**config.mk**
```make
export PLATFORM = sky130hd
export DESIGN_NAME = alu_cmd_issuer
export DESIGN_NICKNAME = d
export VERILOG_FILES = /design/src/rtl/alu_cmd_issuer.sv
export SDC_FILE = /design/constraint.sdc
export NUM_CORES = 1
export LEC_CHECK = 0
export ABC_CLOCK_PERIOD_IN_PS = 4000
export BUFFER_PORTS_ARGS = -buffer_cell sky130_fd_sc_hd__buf_4
export CELL_PAD_IN_SITES_DETAIL_PLACEMENT = 1
export CELL_PAD_IN_SITES_GLOBAL_PLACEMENT = 1
export CORE_AREA = 2 2 218 166
export CTS_CLUSTER_DIAMETER = 60
export DETAILED_ROUTE_END_ITERATION = 8
export DIE_AREA = 0 0 220 168
export MAX_ROUTING_LAYER = met4
export PLACE_DENSITY_LB_ADDON = 0.25
export SLEW_MARGIN = 20
export SYNTH_ARGS = -nofsm -noshare
export SYNTH_HDL_FRONTEND = slang
export SYNTH_SLANG_ARGS = --single-unit
```
**constraint.sdc**
```tcl
create_clock -name clk -period 4 [get_ports clk]
set_input_delay 0.6 -clock clk [delete_from_list [all_inputs] [get_ports clk]]
set_output_delay 0.6 -clock clk [all_outputs]
set_load 0.1 [all_outputs]
```
**src/rtl/alu_cmd_issuer.sv**
```systemverilog
// rtl/alu_cmd_issuer.sv - queues ALU commands, issues them one at a time, returns responses
module alu_cmd_issuer #(
  parameter int WIDTH   = 32,
  parameter int DEPTH   = 4,
  parameter int LAT_FIX = 3,
  parameter int TIMEOUT = 255
) (
  input  logic             clk,
  input  logic             rst,
  input  logic             cmd_valid,
  output logic             cmd_ready,
  input  logic [4:0]       cmd_op,
  input  logic [WIDTH-1:0] cmd_a,
  input  logic [WIDTH-1:0] cmd_b,
  output logic             rsp_valid,
  input  logic             rsp_ready,
  output logic [WIDTH-1:0] rsp_data,
  output logic [4:0]       rsp_op,
  output logic             rsp_error,
  output logic             rsp_timeout,
  output logic             start_alu,
  output logic [4:0]       op,
  output logic [WIDTH-1:0] A,
  output logic [WIDTH-1:0] B,
  input  logic             busy_alu,
  input  logic             valid_alu,
  input  logic             error_alu,
  input  logic [WIDTH-1:0] result
);

  localparam int AW   = $clog2(DEPTH);
  localparam int CMAX = (TIMEOUT > LAT_FIX) ? TIMEOUT : LAT_FIX;
  localparam int CW   = $clog2(CMAX + 1);

  typedef enum logic [1:0] {S_IDLE, S_ISSUE, S_WAIT, S_RESP} state_t;

  state_t            state_q, state_d;
  logic [CW-1:0]     cnt_q, cnt_d;
  logic [4:0]        op_q, op_d;
  logic [WIDTH-1:0]  a_q, a_d, b_q, b_d;
  logic [AW:0]       wr_ptr_q, rd_ptr_q;
  logic [4:0]        mem_op [DEPTH];
  logic [WIDTH-1:0]  mem_a  [DEPTH];
  logic [WIDTH-1:0]  mem_b  [DEPTH];
  logic              full, empty, push, pop, done, forced, multi;
  logic [WIDTH-1:0]  rsp_data_q;
  logic [4:0]        rsp_op_q;
  logic              rsp_error_q, rsp_timeout_q;

  // The extra pointer bit differs only when the writer has lapped the reader.
  assign empty     = (wr_ptr_q == rd_ptr_q);
  assign full      = (wr_ptr_q == {~rd_ptr_q[AW], rd_ptr_q[AW-1:0]});
  assign cmd_ready = !full;
  assign push      = cmd_valid && !full;
  assign multi     = (op_q inside {5'b01000, 5'b01001, 5'b01010, 5'b01011, 5'b01110});

  always_ff @(posedge clk) begin
    if (push) begin
      mem_op[wr_ptr_q[AW-1:0]] <= cmd_op;
      mem_a[wr_ptr_q[AW-1:0]]  <= cmd_a;
      mem_b[wr_ptr_q[AW-1:0]]  <= cmd_b;
    end
  end

  always_comb begin
    state_d = state_q;
    cnt_d   = cnt_q;
    op_d    = op_q;
    a_d     = a_q;
    b_d     = b_q;
    pop     = 1'b0;
    done    = 1'b0;
    forced  = 1'b0;
    case (state_q)
      S_IDLE: begin
        if (!empty && !busy_alu) begin
          state_d = S_ISSUE;
          op_d    = mem_op[rd_ptr_q[AW-1:0]];
          a_d     = mem_a[rd_ptr_q[AW-1:0]];
          b_d     = mem_b[rd_ptr_q[AW-1:0]];
        end
      end
      S_ISSUE: begin
        state_d = S_WAIT;
        cnt_d   = '0;
      end
      S_WAIT: begin
        cnt_d = cnt_q + CW'(1);
        if (multi ? valid_alu : (cnt_q == CW'(LAT_FIX))) begin
          done = 1'b1;
        end else if (cnt_q == CW'(TIMEOUT)) begin
          done   = 1'b1;
          forced = 1'b1;
        end
        if (done) begin
          pop     = 1'b1;
          state_d = S_RESP;
        end
      end
      S_RESP: begin
        if (rsp_ready) state_d = S_IDLE;
      end
      default: state_d = S_IDLE;
    endcase
  end

  always_ff @(posedge clk or posedge rst) begin
    if (rst) begin
      state_q       <= S_IDLE;
      cnt_q         <= '0;
      op_q          <= '0;
      a_q           <= '0;
      b_q           <= '0;
      wr_ptr_q      <= '0;
      rd_ptr_q      <= '0;
      rsp_data_q    <= '0;
      rsp_op_q      <= '0;
      rsp_error_q   <= 1'b0;
      rsp_timeout_q <= 1'b0;
    end else begin
      state_q <= state_d;
      cnt_q   <= cnt_d;
      op_q    <= op_d;
      a_q     <= a_d;
      b_q     <= b_d;
      if (push) wr_ptr_q <= wr_ptr_q + 1'b1;
      if (pop)  rd_ptr_q <= rd_ptr_q + 1'b1;
      if (done) begin
        rsp_data_q    <= forced ? '0 : result;
        rsp_op_q      <= op_q;
        rsp_error_q   <= forced ? 1'b0 : error_alu;
        rsp_timeout_q <= forced;
      end
    end
  end

  assign start_alu   = (state_q == S_ISSUE);
  assign rsp_valid   = (state_q == S_RESP);
  assign op          = op_q;
  assign A           = a_q;
  assign B           = b_q;
  assign rsp_data    = rsp_data_q;
  assign rsp_op      = rsp_op_q;
  assign rsp_error   = rsp_error_q;
  assign rsp_timeout = rsp_timeout_q;

endmodule

```
==> impl_metrics.ini, run 1 <==
[place]
port_buffers = 218
post-dp-hpwl_um = 20500
place_ws_ns = 1.14
gp_congestion = 0.738

[die]
die_y_um = 168
core_sq_um = 35100
io_pins = 219
start_util_pct = 43.0
std_cell_rows = 60
fp.dieArea_sq_um = 37000
die-width_um = 220

[yosys]
synth_flop_cell = edfxtp_1
yosysMostFrequentCell = edfxtp_1
ys_seq_area_share_pct = 75.4
synth_common_cells = edfxtp_1 (276), dfrtp_1 (124), nand2_1 (77)
synth_cells = 774
syn_nets = 893
synth-seq-cells = 400
yosys-top-cells-area = edfxtp_1 (55%), dfrtp_1 (21%), mux4_2 (10%)
synth.distinct_cells = 39
synth-edff-count = 276
yosys.area.top_type_share_pct = 54.8
async_flop_share_pct = 31.0
yosys_warnings = 0
syn_avg_cell_area_sq_um = 19.5
synth.cell_area_sq_um = 15100
yosysTopAreaCell = edfxtp_1

[grt]
antenna_found_initial = 0
grt_remaining_overflow = 0
grt_start_max_net_pins = 84
track_usage_pct = 19.0
first_global_vias = 8551
grt_first_pass_wirelength_um = 51400

[timing]
maxSlewViolCount = 0
hold_violations = 0
setup_viol = 0
slew_headroom_pct = 44.5
max_freq_mhz = 360
rsz0062_at_grt = false
setup_slack_ns = 1.22
worstMarginPinSlew_ns = 0.833
fin_crit_ns = 2.78
setup_tns_ns = 0
fin_crit_sh_pct = 69.5
fin_skew_ns = 0.0164

[finish]
area_delta_synth_final_pct = 23.5
utilization_pct = 53.1
multi_input_area_sq_um = 3480
num-nets-final = 1130
drive_gt1_share_pct = 43.3
fillers = 3230
regArea_sq_um = 11400

[routing]
met2_wirelength_um = 16400
drc = 0
wl_met3_um = 1860
wirelength_met1_um = 14500
vias_per_cell = 5.15
dr.pass1.iters = 4
vias = 7781
ant_nets = 0
wl_um = 33300
drtIter0Drc = 526
dr.max_layer_used = met4
wl_per_cell_um = 22.0

[critical_path]
reg2reg_slack_ns = 1.22
crit_required_ns = 4.21
critical_path_class = reg2reg
cp_max_fo = 36
crit_path_start_kind = flop
arrival_ns = 2.99
crit_path_end_kind = flop

[clocking]
clock_sinks = 400
cts.htree.levels = 2
hold_buffers = 0
insertion_delay_ns = 0.54
post_cts_buffers = 0
cts_tree = built
cts.repair.resized = 0
clk_pin_slew_ns = 0.06
cts_buffer_depth = 3
cts-buffers-inserted = 41
cts-root-buf = clkbuf_16

[job]
maxCapViolCount = 0

[status]
outcome = finished clean

[worst_hold_path]
hp-class = in2async
## area by class of cell
type                            count  area share, %
Antenna cell                        1         0.0134
Clock buffer                       58           6.18
Clock inverter                     18           1.14
Inverter                           13          0.288
Multi-Input combinational cell    325           18.7
Sequential cell                   400           61.1
Tap cell                          465           3.12
Timing Repair Buffer              230           9.52
## metal layers
metal  GRT usage [%]  vias to the layer above
li1                -                     3459
met1            25.8                     4099
met2            29.8                      181
met3            3.69                       42
met4            4.44                        0
met5               -                        -
## critical path: stages, from the launching register on
cell      delay (ns)
dfrtp_4         0.62
xnor2_1         0.19
and2_1          0.17
a21boi_1        0.42
and2_4          0.64
buf_4           0.39
## flip-flops by register name, summed over array words and instances, names as in the netlist
signal,cells
rsp_op,5
rd_ptr_q,3
wr_ptr_q,3
A,32
state_q,2
B,32
mem_b,128
rsp_timeout,1
mem_a,128
op,5
rsp_error,1
cnt_q,8
rsp_data,32
mem_op,20
## kinds of logic (layout without fill, tap and decap cells)
family,after synthesis,in the layout,synth area share (%)
flops,400,400,75.4
mux,148,148,16.3
simple gates,106,106,3.11
compound gates,50,50,2.03
buf+inv,49,319,1.68
fa+ha+maj,11,11,0.911
xor+xnor,10,10,0.580
other cells,0,1,0
## path summary, 6_finish.rpt
check,startpoint,to,cells past startpoint
max,rd_ptr_q[1],mem_b[2][26],5
min,rst,rsp_data[12],2
max reg2reg,rd_ptr_q[1],mem_b[2][26],5
min reg2reg,B[28],B[28],1
max in group asynchronous,rst,A[18],3
min in group clk,cmd_a[13],mem_a[3][13],1
## stage by stage
step | cells | hold WS [ns] | area, sq um
global placement | 1432 | 0.493 | 17300
CTS | 1509 | 0.232 | 18700
detailed placement | 1433 | 0.500 | 17300
finish | 1510 | 0.255 | 18700
floorplan | 774 | 0.498 | 15100
global route | 1509 | 0.243 | 18700
## placed cells by master, fill, tap and decap left out, types with 2 or more instances in the layout
master | Yosys | routed
xnor2_1 | 8 | 8
nand3_1 | 4 | 4
mux2_2 | 70 | 70
clkbuf_16 | 0 | 43
and2_4 | 0 | 5
o21ai_0 | 28 | 28
edfxtp_1 | 276 | 276
a21oi_1 | 3 | 3
clkbuf_1 | 13 | 13
inv_6 | 0 | 2
buf_12 | 0 | 4
buf_4 | 2 | 226
mux4_2 | 69 | 69
clkinv_1 | 0 | 7
ha_1 | 11 | 11
bufinv_16 | 0 | 5
nor2_1 | 5 | 5
xor2_1 | 2 | 2
clkinv_2 | 0 | 4
inv_1 | 13 | 12
nand2_1 | 77 | 77
nand2b_1 | 3 | 3
o21ai_2 | 10 | 10
o22ai_1 | 3 | 3
clkbuf_8 | 0 | 2
dfrtp_1 | 124 | 122
mux2i_1 | 2 | 2
nor4_1 | 2 | 2
mux2_4 | 7 | 7
and2_1 | 7 | 2
a31oi_1 | 2 | 2
dfrtp_4 | 0 | 2
Power of run 1 is not shown: default switching activity piles up to over one toggle a cycle in this logic, so the estimate is an artifact.
==> run 2, diff against run 1 <==
--- a/config.mk
+++ b/config.mk
@@ -5,7 +5,7 @@
 export SDC_FILE = /design/constraint.sdc
 export NUM_CORES = 1
 export LEC_CHECK = 0
-export ABC_CLOCK_PERIOD_IN_PS = 4000
+export ABC_CLOCK_PERIOD_IN_PS = 2380
 export BUFFER_PORTS_ARGS = -buffer_cell sky130_fd_sc_hd__buf_4
 export CELL_PAD_IN_SITES_DETAIL_PLACEMENT = 1
 export CELL_PAD_IN_SITES_GLOBAL_PLACEMENT = 1
==> constraint.sdc (replaced) <==
create_clock -name clk -period 2.38 [get_ports clk]
set_input_delay 0.357 -clock clk [delete_from_list [all_inputs] [get_ports clk]]
set_output_delay 0.357 -clock clk [all_outputs]
set_load 0.1 [all_outputs]
==> impl_metrics.ini, run 2 (synthesis results as in run 1) <==
[timing]
fin_crit_sh_pct = 92.1
hold_violations = 0
max_freq_mhz = 456
rsz0062_at_grt = false
slew_headroom_pct = 55.8
worstMarginPinSlew_ns = 0.661
fin_crit_ns = 2.19
fin_skew_ns = 0.0196
setup_viol = 0
maxSlewViolCount = 0
setup_tns_ns = 0

[place]
post-dp-hpwl_um = 19800
gp_congestion = 0.772
port_buffers = 218

[routing]
vias_per_cell = 5.09
wl_per_cell_um = 21.5
drtIter0Drc = 473
vias = 8049
ant_nets = 0
dr.pass1.iters = 6
wl_um = 33900
drc = 0

[finish]
diodes = 0
mostFrequentLayoutCells = edfxtp_1 (276), buf_4 (230), dfrtp_1 (122)
layout_commonest_cell = edfxtp_1
regArea_sq_um = 11400
area_delta_synth_final_pct = 29.2
drive_gt1_share_pct = 42.9
num-nets-final = 1202
multi_input_area_sq_um = 3480
fillers = 3200

[die]
std_cell_rows = 60
die-width_um = 220
start_util_pct = 43.0
die_y_um = 168
core_sq_um = 35100
fp.dieArea_sq_um = 37000
io_pins = 219

[clocking]
cts_tree = built
cts-buffers-inserted = 42
cts.htree.levels = 2
clk_pin_slew_ns = 0.06
clock_sinks = 400
cts_buffer_depth = 3
post_cts_buffers = 0
cts-root-buf = clkbuf_16
insertion_delay_ns = 0.55

[job]
maxCapViolCount = 0

[grt]
antenna_found_initial = 0
track_usage_pct = 19.6
grt_first_pass_wirelength_um = 53400
grt_start_max_net_pins = 72
first_global_vias = 9017
grt_remaining_overflow = 0

[critical_path]
slowest_delay_ns = 0.49
crit_path_end_kind = flop
crit_required_ns = 2.78
crit_slowest_cell = or4b_1
reg2regPathDepth = 6
reg2reg_slack_ns = 0.19
path_buf_inv = 1
crit_path_start_kind = flop
cp.depth = 6
cp_max_fo = 67
crit_chain = ha_1 > or4b_1 > nor4b_2 > mux2_4 > buf_12 > o21ai_0
critical_path_class = reg2reg
arrival_ns = 2.59
crit_family = simple AND/OR/NAND/NOR gates

[worst_hold_path]
hold_path_depth = 3
hp-class = in2reg

[status]
outcome = finished clean
-- run 2: cell count changes in the layout (fill, tap and decap cells not counted), moves of 4 or more --
cell and delta:
dlygate4sd3_1 +56, clkinv_1 -6, clkbuf_8 +4, clkbuf_1 -4, buf_4 +4, buf_12 +11
-- run 2: final timing paths --
kind / endpoint / start
max: rsp_data[30] / cnt_q[0]
min: rsp_data[3] / result[3]
max reg2reg: rsp_data[30] / cnt_q[0]
min reg2reg: B[16] / B[16]
max in group asynchronous: A[18] / rst
min in group asynchronous: rd_ptr_q[1] / rst
-- run 2: per-stage QoR --
step / std cells / util [%] / cell area [sq um] / setup WS, ns / hold WS (ns)
final: 1580 / 55.6 / 19500 / 0.188 / 0.0234
after floorplan: 774 / - / 15100 / -0.125 / 0.456
after detailed placement: 1448 / 49.9 / 17500 / 0.206 / 0.498
after global placement: 1448 / 49.9 / 17500 / 0.260 / 0.491
after CTS: 1580 / 55.6 / 19500 / 0.186 / 0.0000710
after global routing: 1580 / 55.6 / 19500 / 0.0349 / 0.00111
-- run 2: tightest hold or removal path: cells and delay by family --
kind            cells  cell delay, ns
buf+inv             1            0.08
simple gates        1            0.05
compound gates      1            0.05
-- run 2: repair_timing --
action,CTS,global route
endpoints found under the hold margin,216,0
endpoints found under the setup margin,0,7
hold buffers,56,0
gates resized for setup,0,1
-- run 2: per-layer routing --
metal | GRT usage (%) | vias up | part of all wire [%]
li1 | - | 3608 | -
met1 | 25.9 | 4188 | 44
met2 | 31.0 | 194 | 49
met3 | 4.34 | 59 | 5.5
met4 | 5.34 | 0 | 2.2
met5 | - | - | 0
-- run 2: cell type report --
cell class                 count  area share (%)
inverter                      13           0.269
clock buffer                  58            6.10
timing repair buffer         301            13.2
multi-input combinational    325            17.8
sequential                   400            58.4
tap                          465            2.98
clock inverter                18            1.21
Power of run 2 is left out for the same reason.
==> run 3, diff against run 2 <==
--- a/config.mk
+++ b/config.mk
@@ -10,6 +10,7 @@
 export CELL_PAD_IN_SITES_DETAIL_PLACEMENT = 1
 export CELL_PAD_IN_SITES_GLOBAL_PLACEMENT = 1
 export CORE_AREA = 2 2 218 166
+export CTS_BUF_LIST = sky130_fd_sc_hd__clkbuf_16
 export CTS_CLUSTER_DIAMETER = 60
 export DETAILED_ROUTE_END_ITERATION = 8
 export DIE_AREA = 0 0 220 168
==> impl_metrics.ini, run 3 (synthesis results as in run 1) <==
[status]
outcome = finished clean

[routing]
vias = 7970
drc = 0
drtIter0Drc = 485
vias_per_cell = 5.09
dr.pass1.iters = 4
wl_um = 33600
ant_nets = 0
wl_per_cell_um = 21.4

[clocking]
cts-buffers-inserted = 42
cts-root-buf = clkbuf_16
cts.htree.levels = 2
clk_pin_slew_ns = 0.06
cts_tree = built
post_cts_buffers = 0
cts_buffer_depth = 3
clock_sinks = 400
insertion_delay_ns = 0.54

[critical_path]
crit_required_ns = 2.78
arrival_ns = 2.59
critical_path_class = reg2reg
crit_path_start_kind = flop
crit_path_end_kind = flop
cp_max_fo = 67
reg2regPathDepth = 6

[timing]
setup_viol = 0
worstMarginPinSlew_ns = 0.661
finalHoldWorstSlack_ns = 0.0225
max_freq_mhz = 457
fin_crit_ns = 2.19
fin_skew_ns = 0.0190
hold_violations = 0
maxSlewViolCount = 0
slew_headroom_pct = 55.8
fin_crit_sh_pct = 92.0
rsz0062_at_grt = false

[grt]
grt_remaining_overflow = 0
grt_start_max_net_pins = 72
antenna_found_initial = 0
grt_first_pass_wirelength_um = 53000
track_usage_pct = 19.5
first_global_vias = 8939

[die]
fp.dieArea_sq_um = 37000
io_pins = 219
die_y_um = 168
core_sq_um = 35100
std_cell_rows = 60
die-width_um = 220
start_util_pct = 43.0

[place]
gp_congestion = 0.772
port_buffers = 218
post-dp-hpwl_um = 19800

[finish]
utilization_pct = 55.0
fillers = 3213
layout_commonest_cell = edfxtp_1
diodes = 0
mostFrequentLayoutCells = edfxtp_1 (276), buf_4 (230), dfrtp_1 (122)
area_delta_synth_final_pct = 27.9
drive_gt1_share_pct = 42.9
num-nets-final = 1188

[worst_hold_path]
hold_path_depth = 1
hp-class = in2reg

[job]
maxCapViolCount = 0
## run 3: cell count changes in the layout (fill, tap and decap cells not counted), sizes merged
cell	previous run	this run
clkbuf	58	43
clkinv	9	15
dlygate4sd3	56	42
inv	14	23
## run 3: metal layers
layer  GRT usage (%)  share of wire, %  vias up
met5               -                 0        -
met4            4.96               1.9        0
met3            4.48               5.8       50
met2            30.7                48      191
met1            25.7                44     4145
li1                -                 -     3584
## run 3: worst max-delay path, cell delays in order, from the launching register on
cell	delay, ns
dfrtp_1	0.40
ha_1	0.23
or4b_1	0.49
nor4b_2	0.25
mux2_4	0.24
buf_12	0.26
o21ai_0	0.15
## run 3: metrics by stage
step                      area (sq um)  instances  setup TNS (ns)  setup WS (ns)
after CTS                        19300       1566               0          0.185
final                            19300       1566               0          0.190
after detailed placement         17500       1448               0          0.206
after global routing             19300       1566               0         0.0340
after global placement           17500       1448               0          0.260
after floorplan                  15100        774          -31.14         -0.125
## run 3: layout make-up
class                   count  area (sq um)  area share [%]
clock inverters            33           293            1.51
repair buffers            287          2450            12.7
well taps                 465           582            3.01
clock buffers              43          1080            5.57
multi-input cells         325          3480            18.0
flip-flops and latches    400         11400            59.0
inverters                  13          52.6           0.272
## run 3: what timing repair did
action,4_1_cts,5_1_grt
hold endpoints to repair,161,0
hold buffers,42,0
gates resized for setup,0,1
endpoints found under the setup margin,0,6
## run 3: worst paths after layout
| check | startpoint | slack [ns] | endpoint |
|---|---|---|---|
| max in group asynchronous | rst | 1.21 | B[11] |
| min in group asynchronous | rst | 0.47 | rd_ptr_q[1] |
| worst min register to register | B[16] | 0.51 | B[16] |
| worst max-delay path | cnt_q[0] | 0.19 | rsp_data[21] |
| worst max register to register | cnt_q[0] | 0.19 | rsp_data[21] |
| worst min-delay path | cmd_b[8] | 0.02 | mem_b[2][8] |
Power of run 3 is left out for the same reason.
